$ cat src/rtl/ps_config_ctrl.sv
// Passive-serial FPGA configuration engine: nCONFIG/nSTATUS handshake, bitstream FIFO,
// LSB-first DCLK/DATA0 serialiser and post-CONF_DONE init clocks.
module ps_config_ctrl #(
    parameter int unsigned DW           = 8,
    parameter int unsigned FIFO_DEPTH   = 16,
    parameter int unsigned CLK_DIV      = 2,
    parameter int unsigned NCFG_LOW_CYC = 100,
    parameter int unsigned NSTAT_TMO    = 50000,
    parameter int unsigned INIT_CLKS    = 16
) (
    input  logic                          clk_i,
    input  logic                          rst_ni,
    input  logic                          start_i,
    input  logic                          abort_i,
    input  logic                          wr_stb_i,
    input  logic [DW-1:0]                 wr_data_i,
    input  logic                          nstatus_i,
    input  logic                          conf_done_i,
    output logic                          nconfig_low_o,
    output logic                          pin_oe_o,
    output logic                          dclk_o,
    output logic                          data0_o,
    output logic                          fifo_full_o,
    output logic [$clog2(FIFO_DEPTH):0]   fifo_level_o,
    output logic                          busy_o,
    output logic                          done_o,
    output logic                          error_o,
    output logic [1:0]                    err_code_o
);

    localparam int unsigned AW     = $clog2(FIFO_DEPTH);
    localparam int unsigned LvlW   = AW + 1;
    localparam int unsigned BitW   = (DW > 1) ? $clog2(DW) : 1;
    localparam int unsigned DivW   = (CLK_DIV > 1) ? $clog2(CLK_DIV) : 1;
    localparam int unsigned Max1   = (NCFG_LOW_CYC > NSTAT_TMO) ? NCFG_LOW_CYC : NSTAT_TMO;
    localparam int unsigned CntMax = (Max1 > INIT_CLKS) ? Max1 : INIT_CLKS;
    localparam int unsigned CntW   = $clog2(CntMax + 1);

    typedef enum logic [2:0] {
        StIdle, StNcfg, StWaitNs, StShift, StInit, StDone, StError
    } state_e;

    state_e            state_q, state_d;
    logic [1:0]        ns_sync_q, cd_sync_q;
    logic              nstatus_s, conf_done_s;
    logic [CntW-1:0]   cnt_q, cnt_d;
    logic [DivW-1:0]   div_q, div_d;
    logic [BitW-1:0]   bit_q, bit_d;
    logic [DW-1:0]     sh_q, sh_d;
    logic              sh_valid_q, sh_valid_d;
    logic              dclk_q, dclk_d;
    logic              data0_q, data0_d;
    logic [1:0]        err_q, err_d;
    logic              ncfg_q, oe_q, busy_q, done_q, error_q;

    logic [DW-1:0]     mem_q [FIFO_DEPTH];
    logic [AW-1:0]     wptr_q, rptr_q;
    logic [LvlW-1:0]   level_q;
    logic              fifo_empty, fifo_full, busy_now;
    logic              push, pop, flush, overflow, phase_end;

    assign nstatus_s   = ns_sync_q[1];
    assign conf_done_s = cd_sync_q[1];
    assign fifo_empty  = (level_q == '0);
    assign fifo_full   = (level_q == LvlW'(FIFO_DEPTH));
    assign busy_now    = state_q inside {StNcfg, StWaitNs, StShift, StInit};
    assign phase_end   = (div_q == DivW'(CLK_DIV - 1));
    // A pop frees a slot in the same cycle, so a push on a full FIFO is then legal.
    assign push        = wr_stb_i && busy_now && (!fifo_full || pop) && !flush;

    always_ff @(posedge clk_i or negedge rst_ni) begin
        if (!rst_ni) begin
            ns_sync_q <= '0;
            cd_sync_q <= '0;
        end else begin
            ns_sync_q <= {ns_sync_q[0], nstatus_i};
            cd_sync_q <= {cd_sync_q[0], conf_done_i};
        end
    end

    always_comb begin
        pop        = (state_q == StShift) && !sh_valid_q && !fifo_empty && nstatus_s &&
                     !conf_done_s;
        overflow   = busy_now && wr_stb_i && fifo_full && !pop;
        flush      = 1'b0;
        state_d    = state_q;
        cnt_d      = cnt_q;
        div_d      = div_q;
        bit_d      = bit_q;
        sh_d       = sh_q;
        sh_valid_d = sh_valid_q;
        dclk_d     = dclk_q;
        data0_d    = data0_q;
        err_d      = err_q;

        case (state_q)
            StIdle, StDone, StError: begin
                if (start_i) begin
                    state_d = StNcfg;
                    cnt_d   = '0;
                    err_d   = 2'b00;
                    flush   = 1'b1;
                end
            end
            StNcfg: begin
                if (cnt_q == CntW'(NCFG_LOW_CYC - 1)) begin
                    state_d = StWaitNs;
                    cnt_d   = '0;
                end else begin
                    cnt_d = cnt_q + 1'b1;
                end
            end
            StWaitNs: begin
                if (nstatus_s) begin
                    state_d = StShift;
                    cnt_d   = '0;
                end else if (cnt_q == CntW'(NSTAT_TMO - 1)) begin
                    state_d = StError;
                    err_d   = 2'b01;
                end else begin
                    cnt_d = cnt_q + 1'b1;
                end
            end
            StShift: begin
                if (!nstatus_s) begin
                    state_d = StError;
                    err_d   = 2'b10;
                end else if (conf_done_s && (!dclk_q || phase_end)) begin
                    // Leave only from a low phase or at the end of a high phase.
                    state_d    = StInit;
                    cnt_d      = '0;
                    div_d      = '0;
                    dclk_d     = 1'b0;
                    data0_d    = 1'b0;
                    sh_valid_d = 1'b0;
                    flush      = 1'b1;
                end else if (sh_valid_q) begin
                    if (phase_end) begin
                        div_d = '0;
                        if (!dclk_q) begin
                            dclk_d = 1'b1;
                        end else begin
                            dclk_d = 1'b0;
                            if (bit_q == BitW'(DW - 1)) begin
                                sh_valid_d = 1'b0;
                            end else begin
                                bit_d   = bit_q + 1'b1;
                                sh_d    = sh_q >> 1;
                                data0_d = sh_q[1];
                            end
                        end
                    end else begin
                        div_d = div_q + 1'b1;
                    end
                end else if (pop) begin
                    sh_d       = mem_q[rptr_q];
                    data0_d    = mem_q[rptr_q][0];
                    bit_d      = '0;
                    div_d      = '0;
                    dclk_d     = 1'b0;
                    sh_valid_d = 1'b1;
                end
            end
            StInit: begin
                data0_d = 1'b0;
                if (!nstatus_s) begin
                    state_d = StError;
                    err_d   = 2'b10;
                end else if (phase_end) begin
                    div_d = '0;
                    if (!dclk_q) begin
                        dclk_d = 1'b1;
                    end else begin
                        dclk_d = 1'b0;
                        if (cnt_q == CntW'(INIT_CLKS - 1)) begin
                            state_d = StDone;
                        end else begin
                            cnt_d = cnt_q + 1'b1;
                        end
                    end
                end else begin
                    div_d = div_q + 1'b1;
                end
            end
            default: state_d = StIdle;
        endcase

        if (overflow) begin
            state_d = StError;
            err_d   = 2'b11;
        end
        if (abort_i) begin
            state_d = StIdle;
            err_d   = 2'b00;
            cnt_d   = '0;
        end
        if (state_d inside {StIdle, StDone, StError}) flush = 1'b1;
        if (!(state_d inside {StShift, StInit})) begin
            dclk_d     = 1'b0;
            data0_d    = 1'b0;
            sh_valid_d = 1'b0;
            div_d      = '0;
        end
    end

    always_ff @(posedge clk_i or negedge rst_ni) begin
        if (!rst_ni) begin
            state_q    <= StIdle;
            cnt_q      <= '0;
            div_q      <= '0;
            bit_q      <= '0;
            sh_q       <= '0;
            sh_valid_q <= 1'b0;
            dclk_q     <= 1'b0;
            data0_q    <= 1'b0;
            err_q      <= 2'b00;
            ncfg_q     <= 1'b0;
            oe_q       <= 1'b0;
            busy_q     <= 1'b0;
            done_q     <= 1'b0;
            error_q    <= 1'b0;
        end else begin
            state_q    <= state_d;
            cnt_q      <= cnt_d;
            div_q      <= div_d;
            bit_q      <= bit_d;
            sh_q       <= sh_d;
            sh_valid_q <= sh_valid_d;
            dclk_q     <= dclk_d;
            data0_q    <= data0_d;
            err_q      <= err_d;
            ncfg_q     <= (state_d == StNcfg);
            oe_q       <= state_d inside {StShift, StInit};
            busy_q     <= state_d inside {StNcfg, StWaitNs, StShift, StInit};
            done_q     <= (state_d == StDone);
            error_q    <= (state_d == StError);
        end
    end

    always_ff @(posedge clk_i or negedge rst_ni) begin
        if (!rst_ni) begin
            wptr_q  <= '0;
            rptr_q  <= '0;
            level_q <= '0;
        end else if (flush) begin
            wptr_q  <= '0;
            rptr_q  <= '0;
            level_q <= '0;
        end else begin
            if (push) wptr_q <= wptr_q + 1'b1;
            if (pop)  rptr_q <= rptr_q + 1'b1;
            level_q <= level_q + LvlW'(push) - LvlW'(pop);
        end
    end

    always_ff @(posedge clk_i) begin
        if (push) mem_q[wptr_q] <= wr_data_i;
    end

    assign nconfig_low_o = ncfg_q;
    assign pin_oe_o      = oe_q;
    assign dclk_o        = dclk_q;
    assign data0_o       = data0_q;
    assign fifo_full_o   = fifo_full;
    assign fifo_level_o  = level_q;
    assign busy_o        = busy_q;
    assign done_o        = done_q;
    assign error_o       = error_q;
    assign err_code_o    = err_q;

endmodule

$ cat config.mk
export PLATFORM = sky130hd
export DESIGN_NAME = ps_config_ctrl
export DESIGN_NICKNAME = d
export VERILOG_FILES = /design/src/rtl/ps_config_ctrl.sv
export SDC_FILE = /design/constraint.sdc
export NUM_CORES = 1
export LEC_CHECK = 0
export CORE_UTILIZATION = 60
export CTS_BUF_LIST = sky130_fd_sc_hd__clkbuf_4 sky130_fd_sc_hd__clkbuf_8 sky130_fd_sc_hd__clkbuf_16
export DETAILED_ROUTE_END_ITERATION = 12
export GPL_TIMING_DRIVEN = 0
export PLACE_DENSITY = 0.78
export SETUP_SLACK_MARGIN = 0.2
export SYNTH_ARGS = -nofsm -noshare
export SYNTH_HDL_FRONTEND = slang
export SYNTH_SLANG_ARGS = --single-unit
$ cat constraint.sdc
create_clock -name clk_i -period 5.7 [get_ports clk_i]
set_input_delay 1.14 -clock clk_i [delete_from_list [all_inputs] [get_ports clk_i]]
set_output_delay 1.14 -clock clk_i [all_outputs]
set_load 0.01 [all_outputs]
==> flow_metrics.py, run 1 <==
metrics = {
    "sta": {
        "hold_viol": 0,
        "finalMaxSlewViolations": 0,
        "fin_tns_setup_ns": 0,
        "whs_ns": 0.349,
        "fin_crit_ns": 4.00,
        "max_slew_margin_pct": 35.3,
        "worstMarginPinSlew_ns": 0.970,
        "fmax_ghz": 0.250,
        "skew_ns": 0.0154,
        "rsz0062_at_grt": "no",
        "setup_viol": 0,
        "period_share_pct": 70.2,
    },
    "floorplanning": {
        "die-area_um2": 14500,
        "rows": 42,
        "start_util_pct": 62.6,
        "io_pins": 30,
        "core-area_um2": 13500,
        "die_w_um": 120,
        "dieHeight_um": 120,
    },
    "power": {
        "swShare_pct": 22.5,
        "ir_drop_mv": 0.256,
        "seqPwrFrac_pct": 52.9,
        "power.clock.fraction_pct": 42.4,
        "p_int_mw": 2.12,
        "comb_power_share_pct": 4.7,
        "power_switching_mw": 0.617,
        "power_leakage_nw": 3.32,
        "powerDensity_nw_per_um2": 281,
    },
    "cts": {
        "cts-root-buf": "clkbuf_16",
        "clock_latency_ns": 0.43,
        "cts_max_path_buffers": 2,
        "cts_max_level": 4,
        "ctsHoldBuffers": 0,
        "ctsResizeCount": 0,
        "cts_buffers": 17,
        "cts_setup_buffers": 0,
        "cts.clk_slew.worst_paths_ns": 0.07,
        "cts_tree": "built",
        "clock-sinks": 185,
    },
    "routing": {
        "drtPass1Iterations": 5,
        "antenna_left": 0,
        "wl_mm": 19.5,
        "via_count": 5668,
        "drt-initial-drc-count": 670,
        "vias_per_cell": 6.55,
        "wl_per_cell_um": 22.5,
        "post-route-drc-count": 0,
    },
    "synth": {
        "synth-async-reset-ratio_pct": 30.8,
        "netlist_area_um2": 8420,
        "ys_seq_area_share_pct": 62.6,
        "synth-seq-cells": 185,
        "synth_warnings": 0,
        "synth_edf_count": 128,
        "syn_avg_cell_area_um2": 13.7,
        "synthesis.nets": 644,
        "ys_types": 66,
        "netlist_instances": 613,
        "synth_ff_type": "edfxtp_1",
    },
    "final_layout": {
        "layout.nets": 708,
        "multi_input_area_um2": 3010,
        "seq_area_um2": 5270,
        "fillerInstances": 886,
        "antennaDiodeCount": 0,
        "area_growth_pct": 15.7,
        "drive_above_1_share_pct": 16.2,
        "utilization_pct": 72.4,
        "fin_area_um2": 9740,
    },
    "grt": {
        "grt_pass1_vias": 5636,
        "grt_pass1_wl_mm": 31.1,
        "grt_max_degree": 30,
        "grt_usage_pct": 29.2,
        "overflow": 0,
        "antenna_found_initial": 0,
    },
    "worst_setup_path": {
        "required_ns": 6.00,
        "crit_type": "reg -> reg",
        "crit_path_max_fanout": 7,
        "worstPathArrival_ns": 4.30,
        "cp-start-kind": "flop",
        "end_kind": "flop",
    },
    "placement": {
        "gp_congestion": 0.928,
        "dpl_cell_area_um2": 9160,
        "portBuffers": 28,
        "detailed_place_hpwl_mm": 13.5,
    },
    "run_status": {
        "run_status": "completed",
    },
    "run": {
        "maxCapViolCount": 0,
    },
    "worst_hold_path": {
        "hold_class": "reg -> reg",
    },
}
[Yosys cell counts (2+ instances only)]
cell      instances  area [um^2]
mux4_2           22          495
ha_1             15          188
dfrtp_1          57         1430
and3_1            3         18.8
nor3b_1           4         30.0
nand4b_1          5         43.8
o211a_1           2         20.0
nand2_1          37          139
a221oi_1         12          105
or4_4             3         33.8
nand3_1          19         95.1
nor4_1            5         31.3
o21ai_0          46          230
xnor2_1           5         43.8
o31ai_1           6         45.0
clkbuf_1         22         82.6
buf_6             2         22.5
or4_1             2         15.0
a22o_1            2         17.5
o22ai_1           3         18.8
o21a_1            2         15.0
o41ai_1           4         35.0
nor2b_1           4         25.0
inv_1            20         75.1
edfxtp_1        128         3840
nor4b_1          17          149
xor2_1            7         61.3
a31oi_1           2         12.5
a21o_1            2         15.0
buf_1             3         11.3
or3_1             7         43.8
and2_1            2         12.5
o221ai_1          2         17.5
buf_2             8         40.0
a21oi_1          16         80.1
nand2b_1         10         62.6
o21ai_1           2         10.0
nand4_1           4         25.0
a311oi_1          2         17.5
nor3_1           21          105
nor2_1           18         67.6
mux2i_1          28          280
a22oi_1           9         67.6
[final cells by class]
class | count | share of cell area [%]
clock buffers | 20 | 4.60
flip-flops and latches | 185 | 54.1
repair buffers | 45 | 4.26
well taps | 176 | 2.26
multi-input cells | 372 | 30.9
plain buffers | 36 | 1.75
clock inverters | 12 | 1.39
inverters | 20 | 0.771
[cell families after synthesis]
logic type,share of synthesized area (%)
XOR/XNOR,1.44
AND/OR/NAND/NOR,11.6
multiplexers,9.21
buffers and inverters,2.91
AO/OA/AOI/OAI,9.71
flip-flops,62.6
adder cells (fa/ha/maj),2.58
[path summary, 6_finish.rpt]
check | from | to | slack, ns | depth (start not counted)
worst min-delay path | cd_sync_q[0] | cd_sync_q[1] | 0.35 | 0
worst min register to register | cd_sync_q[0] | cd_sync_q[1] | 0.35 | 0
min in group asynchronous | rst_ni | fifo_level_o[1] | 0.76 | 1
worst max register to register | cnt_q[7] | fifo_level_o[4] | 1.70 | 17
worst max-delay path | cnt_q[7] | fifo_level_o[4] | 1.70 | 17
max in group asynchronous | rst_ni | cnt_q[5] | 4.34 | 2
[stage by stage]
stage | power, mW | instances | setup WS (ns)
after global placement | 1.59 | 817 | 0.521
after CTS | 2.75 | 866 | 1.75
after detailed placement | 1.61 | 834 | 1.30
after global routing | 2.81 | 866 | 1.36
after floorplan | 1.54 | 613 | 2.15
final | 2.74 | 866 | 1.70
[registers in the layout (all words and copies together), names as in the netlist]
register       cells
cnt_q             16
dclk_o             1
nconfig_low_o      1
data0_o            1
rptr_q             4
sh_q               7
pin_oe_o           1
done_o             1
cd_sync_q          2
state_q            3
bit_q              3
mem_q            128
error_o            1
err_code_o         2
fifo_level_o       5
wptr_q             4
ns_sync_q          2
div_q              1
sh_valid_q         1
busy_o             1
[power groups by stage]
stage          sequential, mW  clock (mW)  combinational (mW)
6_report                 1.45        1.16               0.130
5_1_grt                  1.45        1.22               0.141
4_1_cts                  1.45        1.17               0.129
3_5_place_dp             1.48           0               0.129
3_3_place_gp             1.48           0               0.117
2_1_floorplan            1.48           0              0.0675
[worst max-delay path, cell delays in order (launching register included)]
cell	delay [ns]
dfrtp_1	0.45
or4_4	0.57
nor4_1	0.61
a22oi_1	0.25
nand2_1	0.23
xor2_1	0.19
nand3_1	0.10
ha_1	0.30
inv_1	0.06
ha_1	0.17
inv_1	0.06
fa_1	0.40
inv_1	0.07
a21oi_1	0.06
nor2_1	0.09
nor2_1	0.06
xnor2_1	0.15
nor3_1	0.06
[placed cells by master, fill, tap and decap left out, types with 5 or more instances in the layout]
| master | count |
|---|---|
| nand2_1 | 37 |
| xnor2_1 | 5 |
| a221oi_1 | 12 |
| nor3_1 | 21 |
| dfrtp_1 | 57 |
| o31ai_1 | 6 |
| a21oi_1 | 16 |
| buf_4 | 16 |
| xor2_1 | 7 |
| buf_2 | 9 |
| clkdlybuf4s50_1 | 27 |
| clkbuf_16 | 17 |
| mux2i_1 | 28 |
| nand2b_1 | 10 |
| ha_1 | 15 |
| nor2_1 | 18 |
| or3_1 | 7 |
| inv_1 | 20 |
| edfxtp_1 | 128 |
| a22oi_1 | 9 |
| o21ai_0 | 46 |
| nor4b_2 | 16 |
| clkbuf_1 | 22 |
| mux4_2 | 22 |
| nand4b_1 | 5 |
| nor4_1 | 5 |
| nand3_1 | 19 |
[routing by layer]
layer | track usage, % | part of all wire, % | vias up
met5 | 0 | 0 | -
met4 | 14.2 | 4.4 | 0
met3 | 6.42 | 6.0 | 60
met2 | 47.8 | 50 | 259
met1 | 37.3 | 40 | 2822
li1 | - | - | 2527
Note: power is estimated with default switching activity, not from simulation.
==> inputs of run 2 (changes only) <==
Settings changed: CORE_UTILIZATION 60 to 55, PLACE_DENSITY 0.78 to 0.76.
Clock period 5.7 ns to 3.2 ns, I/O delays scaled along.
==> run 2 against run 1 <==
The flow now finishes with violations (negative setup slack). Final cell count increased by 3.1%. Flip-flop and latch count unchanged. First-iteration DRC count fell by 3.6%. Clock skew shrank 0.0083 ns. Total power is 88% higher. Cell area grew 7.3%. Die area rose by 8.9%. Critical endpoint unchanged. Largest power group unchanged.
==> flow_metrics.py, run 2 (same netlist as run 1, synthesis figures left out) <==
metrics = {
    "worst_hold_path": {
        "hold_class": "in -> async",
    },
    "floorplanning": {
        "die-area_um2": 15800,
        "dieHeight_um": 126,
        "die_w_um": 126,
        "core-area_um2": 14800,
        "start_util_pct": 57.1,
        "rows": 44,
        "io_pins": 30,
    },
    "sta": {
        "setup_viol": 4,
        "period_share_pct": 114,
        "fin_crit_ns": 3.63,
        "max_slew_margin_pct": 18.8,
        "hold_viol": 0,
        "finalWorstSetupSlack_ns": -0.433,
        "fin_tns_setup_ns": -1.16,
        "skew_ns": 0.00707,
        "rsz0062_at_grt": "yes",
        "finalMaxSlewViolations": 0,
        "fmax_ghz": 0.275,
        "worstMarginPinSlew_ns": 1.22,
    },
    "run_status": {
        "run_status": "finished, violations left",
        "violations": "negative setup slack",
    },
    "worst_setup_path": {
        "r2r_slack_ns": -0.43,
        "required_ns": 3.55,
        "crit_chain": "or3b_2 -> o31a_1 -> a22oi_2 -> nand2_2 -> xor2_2 -> nand3_2 -> ha_4 -> inv_2 -> ha_4 -> inv_2 -> fa_2 -> inv_1 -> a21oi_2 -> nor2_1 -> nor2_1 -> xnor2_1 -> nor3_1",
        "cp_slowest_stage_delay_ns": 0.53,
        "cp-start-kind": "flop",
        "crit_path_max_fanout": 8,
        "end_kind": "flop",
        "r2r_cells": 17,
        "cp_top_family": "simple AND/OR/NAND/NOR gates",
        "r2r_start": "sh_valid_q",
        "crit_type": "reg -> reg",
        "worst-path-buf-inv": 3,
        "cp_slowest_cell": "or3b_2",
        "reg2reg_to": "fifo_level_o[4]",
        "worstPathArrival_ns": 3.98,
    },
    "grt": {
        "overflow": 0,
        "grt_usage_pct": 27.4,
        "grt_pass1_wl_mm": 32.2,
        "grt_pass1_vias": 5641,
        "grt_max_degree": 43,
        "antenna_found_initial": 0,
    },
    "placement": {
        "portBuffers": 28,
        "dp.cells": 826,
        "gp_congestion": 0.890,
        "detailed_place_hpwl_mm": 13.2,
    },
    "final_layout": {
        "drive_above_1_share_pct": 22.8,
        "mostFrequentLayoutCell": "edfxtp_1",
        "antennaDiodeCount": 0,
        "seq_area_um2": 5270,
        "fillerInstances": 956,
        "multi_input_area_um2": 3300,
        "final_cell_count_no_fill": 893,
        "layout.nets": 727,
        "area_growth_pct": 24.1,
        "final_cell_mix": "edfxtp_1, dfrtp_1, o21ai_0",
        "top_regs": "mem_q: 128 flops, cnt_q: 16 flops, sh_q: 7 flops",
        "largest_reg_flops": 128,
        "regMostFlops": "mem_q",
        "utilization_pct": 70.8,
    },
    "routing": {
        "drt-initial-drc-count": 646,
        "wl_per_cell_um": 22.8,
        "post-route-drc-count": 0,
        "vias_per_cell": 6.39,
        "drtPass1Iterations": 5,
        "via_count": 5708,
        "wl_mm": 20.4,
        "antenna_left": 0,
    },
    "cts": {
        "cts-root-buf": "clkbuf_16",
        "clock_latency_ns": 0.43,
        "cts.clk_slew.worst_paths_ns": 0.07,
        "clock-sinks": 185,
        "cts_max_level": 4,
        "cts_buffers": 17,
        "cts_max_path_buffers": 2,
        "cts_tree": "built",
    },
    "power": {
        "ir_drop_mv": 0.453,
        "power_mw": 5.14,
        "powerDensity_nw_per_um2": 492,
        "power_leakage_nw": 3.58,
    },
    "run": {
        "maxCapViolCount": 0,
    },
}
-- run 2: final cells by class --
class / count / share of cell area (%)
Buffer: 36 / 1.78
Clock buffer: 20 / 4.47
Clock inverter: 12 / 1.64
Inverter: 20 / 0.742
Multi-Input combinational cell: 372 / 31.6
Sequential cell: 185 / 50.5
Tap cell: 184 / 2.20
Timing Repair Buffer: 64 / 7.12
-- run 2: report_power, final --
part	switching, mW	total [mW]	internal [mW]
clock network	0.949	2.27	1.32
logic	0.188	0.294	0.105
registers	0.00688	2.58	2.57
total	1.14	5.14	4.00
-- run 2: how the worst max path moves through the flow --
stage | end | startpoint | cells past startpoint | slack, ns
CTS | fifo_level_o[4] | cnt_q[13] | 17 | -0.40
global route | fifo_level_o[4] | cnt_q[0] | 19 | -0.58
detailed placement | fifo_level_o[4] | cnt_q[9] | 17 | -0.83
floorplan | fifo_level_o[4] | cnt_q[12] | 17 | -0.22
finish | fifo_level_o[4] | sh_valid_q | 17 | -0.43
global placement | fifo_level_o[4] | cnt_q[4] | 17 | -0.76
-- run 2: routing by layer --
metal | GRT usage [%] | wire length (um)
met5 | 0 | 0
met4 | 8.79 | 393
met3 | 6.37 | 1170
met2 | 43.1 | 9850
met1 | 38.1 | 8960
-- run 2: what timing repair did --
action,in CTS,in global routing
endpoints found under the setup margin,147,153
setup buffers,30,4
resized for setup,24,18
cloned,1,0
pin swaps,30,10
hold buffers,0,0
-- run 2: worst register-to-register path, stage by stage (launching register included) --
cell and delay (ns):
dfrtp_1 0.51, or3b_2 0.53, o31a_1 0.34, a22oi_2 0.29, nand2_2 0.17, xor2_2 0.24, nand3_2 0.13, ha_4 0.23
inv_2 0.06, ha_4 0.12, inv_2 0.03, fa_2 0.33, inv_1 0.09, a21oi_2 0.06, nor2_1 0.10, nor2_1 0.06
xnor2_1 0.12, nor3_1 0.14
-- run 2: per-stage QoR --
stage	area [um^2]	worst slack, ns	hold WS [ns]
after floorplan	8690	-0.217	0.331
after global placement	9210	-0.765	0.335
after detailed placement	9220	-0.826	0.340
after CTS	10400	-0.400	0.126
after global routing	10500	-0.578	0.155
final	10500	-0.433	0.132
==> inputs of run 3 (changes only) <==
Settings changed: CORE_ASPECT_RATIO from default to 0.8.
==> run 3 against run 2 <==
The run still ends with negative setup slack left. Via count grew 5.4%. Critical endpoint unchanged. Global-route usage grew 0.86 points. Total power shrank 4.1%. Flip-flop and latch count is the same. First-iteration DRC count grew 8.5%. Count of clock-buffer cells in the layout shrank 3. Combinational power grew 4%. Largest cell class unchanged. Critical path depth is the same. Largest power group unchanged.
==> flow_metrics.py, run 3 (same netlist as run 1, synthesis figures left out) <==
metrics = {
    "run_status": {
        "run_status": "finished, violations left",
        "violations": "negative setup slack",
    },
    "worst_hold_path": {
        "hold_class": "in -> async",
    },
    "sta": {
        "finalWorstSetupSlack_ns": -0.419,
        "period_share_pct": 113,
        "fin_crit_ns": 3.62,
        "fmax_ghz": 0.276,
        "worstMarginPinSlew_ns": 1.20,
        "whs_ns": 0.147,
        "max_slew_margin_pct": 20.3,
        "setup_viol": 36,
        "skew_ns": 0.00879,
        "finalMaxSlewViolations": 0,
        "rsz0062_at_grt": "yes",
        "fin_tns_setup_ns": -1.68,
        "hold_viol": 0,
    },
    "final_layout": {
        "top_regs": "mem_q: 128 flops, cnt_q: 16 flops, sh_q: 7 flops",
        "layout.nets": 744,
        "antennaDiodeCount": 0,
        "final_cell_count_no_fill": 915,
        "final_cell_mix": "edfxtp_1, dfrtp_1, o21ai_0",
        "area_growth_pct": 23.9,
        "mostFrequentLayoutCell": "edfxtp_1",
        "regMostFlops": "mem_q",
        "drive_above_1_share_pct": 24.0,
        "largest_reg_flops": 128,
    },
    "worst_setup_path": {
        "cp_top_family": "simple AND/OR/NAND/NOR gates",
        "r2r_slack_ns": -0.42,
        "required_ns": 3.50,
        "worstPathArrival_ns": 3.92,
        "crit_chain": "or4_4 -> or4_4 -> a22oi_2 -> o211ai_2 -> xor2_1 -> nand3_1 -> ha_4 -> inv_2 -> ha_4 -> inv_2 -> fa_2 -> inv_1 -> a21oi_1 -> nor2_1 -> nor2_1 -> xnor2_1 -> nor3_1",
        "reg2reg_to": "fifo_level_o[4]",
        "cp-start-kind": "flop",
        "cp_slowest_cell": "or4_4",
        "crit_path_max_fanout": 2,
        "end_kind": "flop",
        "worst-path-buf-inv": 3,
        "crit_type": "reg -> reg",
        "r2r_cells": 17,
        "cp_slowest_stage_delay_ns": 0.58,
        "r2r_start": "cnt_q[4]",
    },
    "floorplanning": {
        "die_w_um": 140,
        "rows": 40,
        "core-area_um2": 15000,
        "die-area_um2": 15800,
        "start_util_pct": 56.3,
        "io_pins": 30,
        "dieHeight_um": 113,
    },
    "power": {
        "powerDensity_nw_per_um2": 473,
        "ir_drop_mv": 0.388,
        "power_leakage_nw": 3.63,
    },
    "cts": {
        "cts_max_level": 4,
        "cts_buffers": 17,
        "cts_tree": "built",
        "clock-sinks": 185,
        "clock_latency_ns": 0.43,
        "cts_max_path_buffers": 2,
        "ctsHoldBuffers": 0,
        "cts-root-buf": "clkbuf_16",
        "cts.clk_slew.worst_paths_ns": 0.07,
    },
    "placement": {
        "pre_cts_slack_ns": -0.646,
        "detailed_place_hpwl_mm": 13.1,
        "portBuffers": 28,
        "dp.cells": 831,
        "gp_congestion": 0.921,
    },
    "routing": {
        "via_count": 6018,
        "wl_per_cell_um": 23.3,
        "vias_per_cell": 6.58,
        "drt-initial-drc-count": 701,
        "wl_mm": 21.3,
        "antenna_left": 0,
        "drtPass1Iterations": 6,
        "post-route-drc-count": 0,
    },
    "grt": {
        "grt_usage_pct": 28.3,
        "overflow": 0,
        "grt_pass1_vias": 5727,
        "grt_max_degree": 39,
        "grt_pass1_wl_mm": 32.8,
        "antenna_found_initial": 1,
    },
    "run": {
        "maxCapViolCount": 0,
    },
}
run 3: cell types whose count changed in the layout (fill, tap and decap cells not counted), sizes merged:
cell / previous run / this run
clkinv: 1 / 5
inv: 27 / 29
bufinv: 3 / 0
buf: 51 / 65
run 3: routing by layer:
metal	vias to the layer above	GRT usage, %	wire (um)
li1	2590	-	-
met5	-	0	13
met2	333	43.7	10000
met1	3051	39.7	8990
met4	2	8.94	380
met3	42	7.17	1900
run 3: what timing repair did:
item | CTS | global route
setup buffers | 40 | 12
endpoints found under the setup margin | 147 | 159
resized for setup | 23 | 23
pin swaps | 28 | 10
run 3: where the power goes:
part	switching (mW)	internal, mW	total [mW]
Combinational	0.192	0.114	0.306
Clock	1.01	1.04	2.05
Sequential	0.00737	2.57	2.58
Total	1.21	3.73	4.93
run 3: how the worst max path moves through the flow:
stage                    from         endpoint  cells after the start
CTS                 cnt_q[10]  fifo_level_o[4]                     17
finish               cnt_q[4]  fifo_level_o[4]                     17
global placement     cnt_q[4]  fifo_level_o[4]                     17
detailed placement   cnt_q[9]  fifo_level_o[4]                     17
floorplan           cnt_q[12]  fifo_level_o[4]                     17
global route         cnt_q[4]  fifo_level_o[4]                     17
run 3: worst register-to-register path: cells and delay by family (launching register included):
family / cells / cell delay, ns
AO/OA/AOI/OAI: 3 / 0.40
XOR/XNOR: 2 / 0.32
flip-flops: 1 / 0.39
AND/OR/NAND/NOR: 6 / 1.53
buffers and inverters: 3 / 0.16
adder cells (fa/ha/maj): 3 / 0.69
run 3: final cells by class:
class                           instances  area, um^2
Fill cell                             961        4530
Sequential cell                       185        5270
Timing Repair Buffer                   81         827
Buffer                                 36         188
Clock buffer                           17         425
Tap cell                              189         236
Multi-Input combinational cell        372        3270
Clock inverter                         15         149
Inverter                               20        75.1
run 3: through the flow:
step / util, % / power (mW) / area (um^2)
after global placement: 61.6 / 2.87 / 9210
after floorplan: - / 2.78 / 8690
after global routing: 69.8 / 5.07 / 10400
after detailed placement: 61.7 / 2.88 / 9230
after CTS: 68.8 / 4.93 / 10300
final: 69.8 / 4.93 / 10400
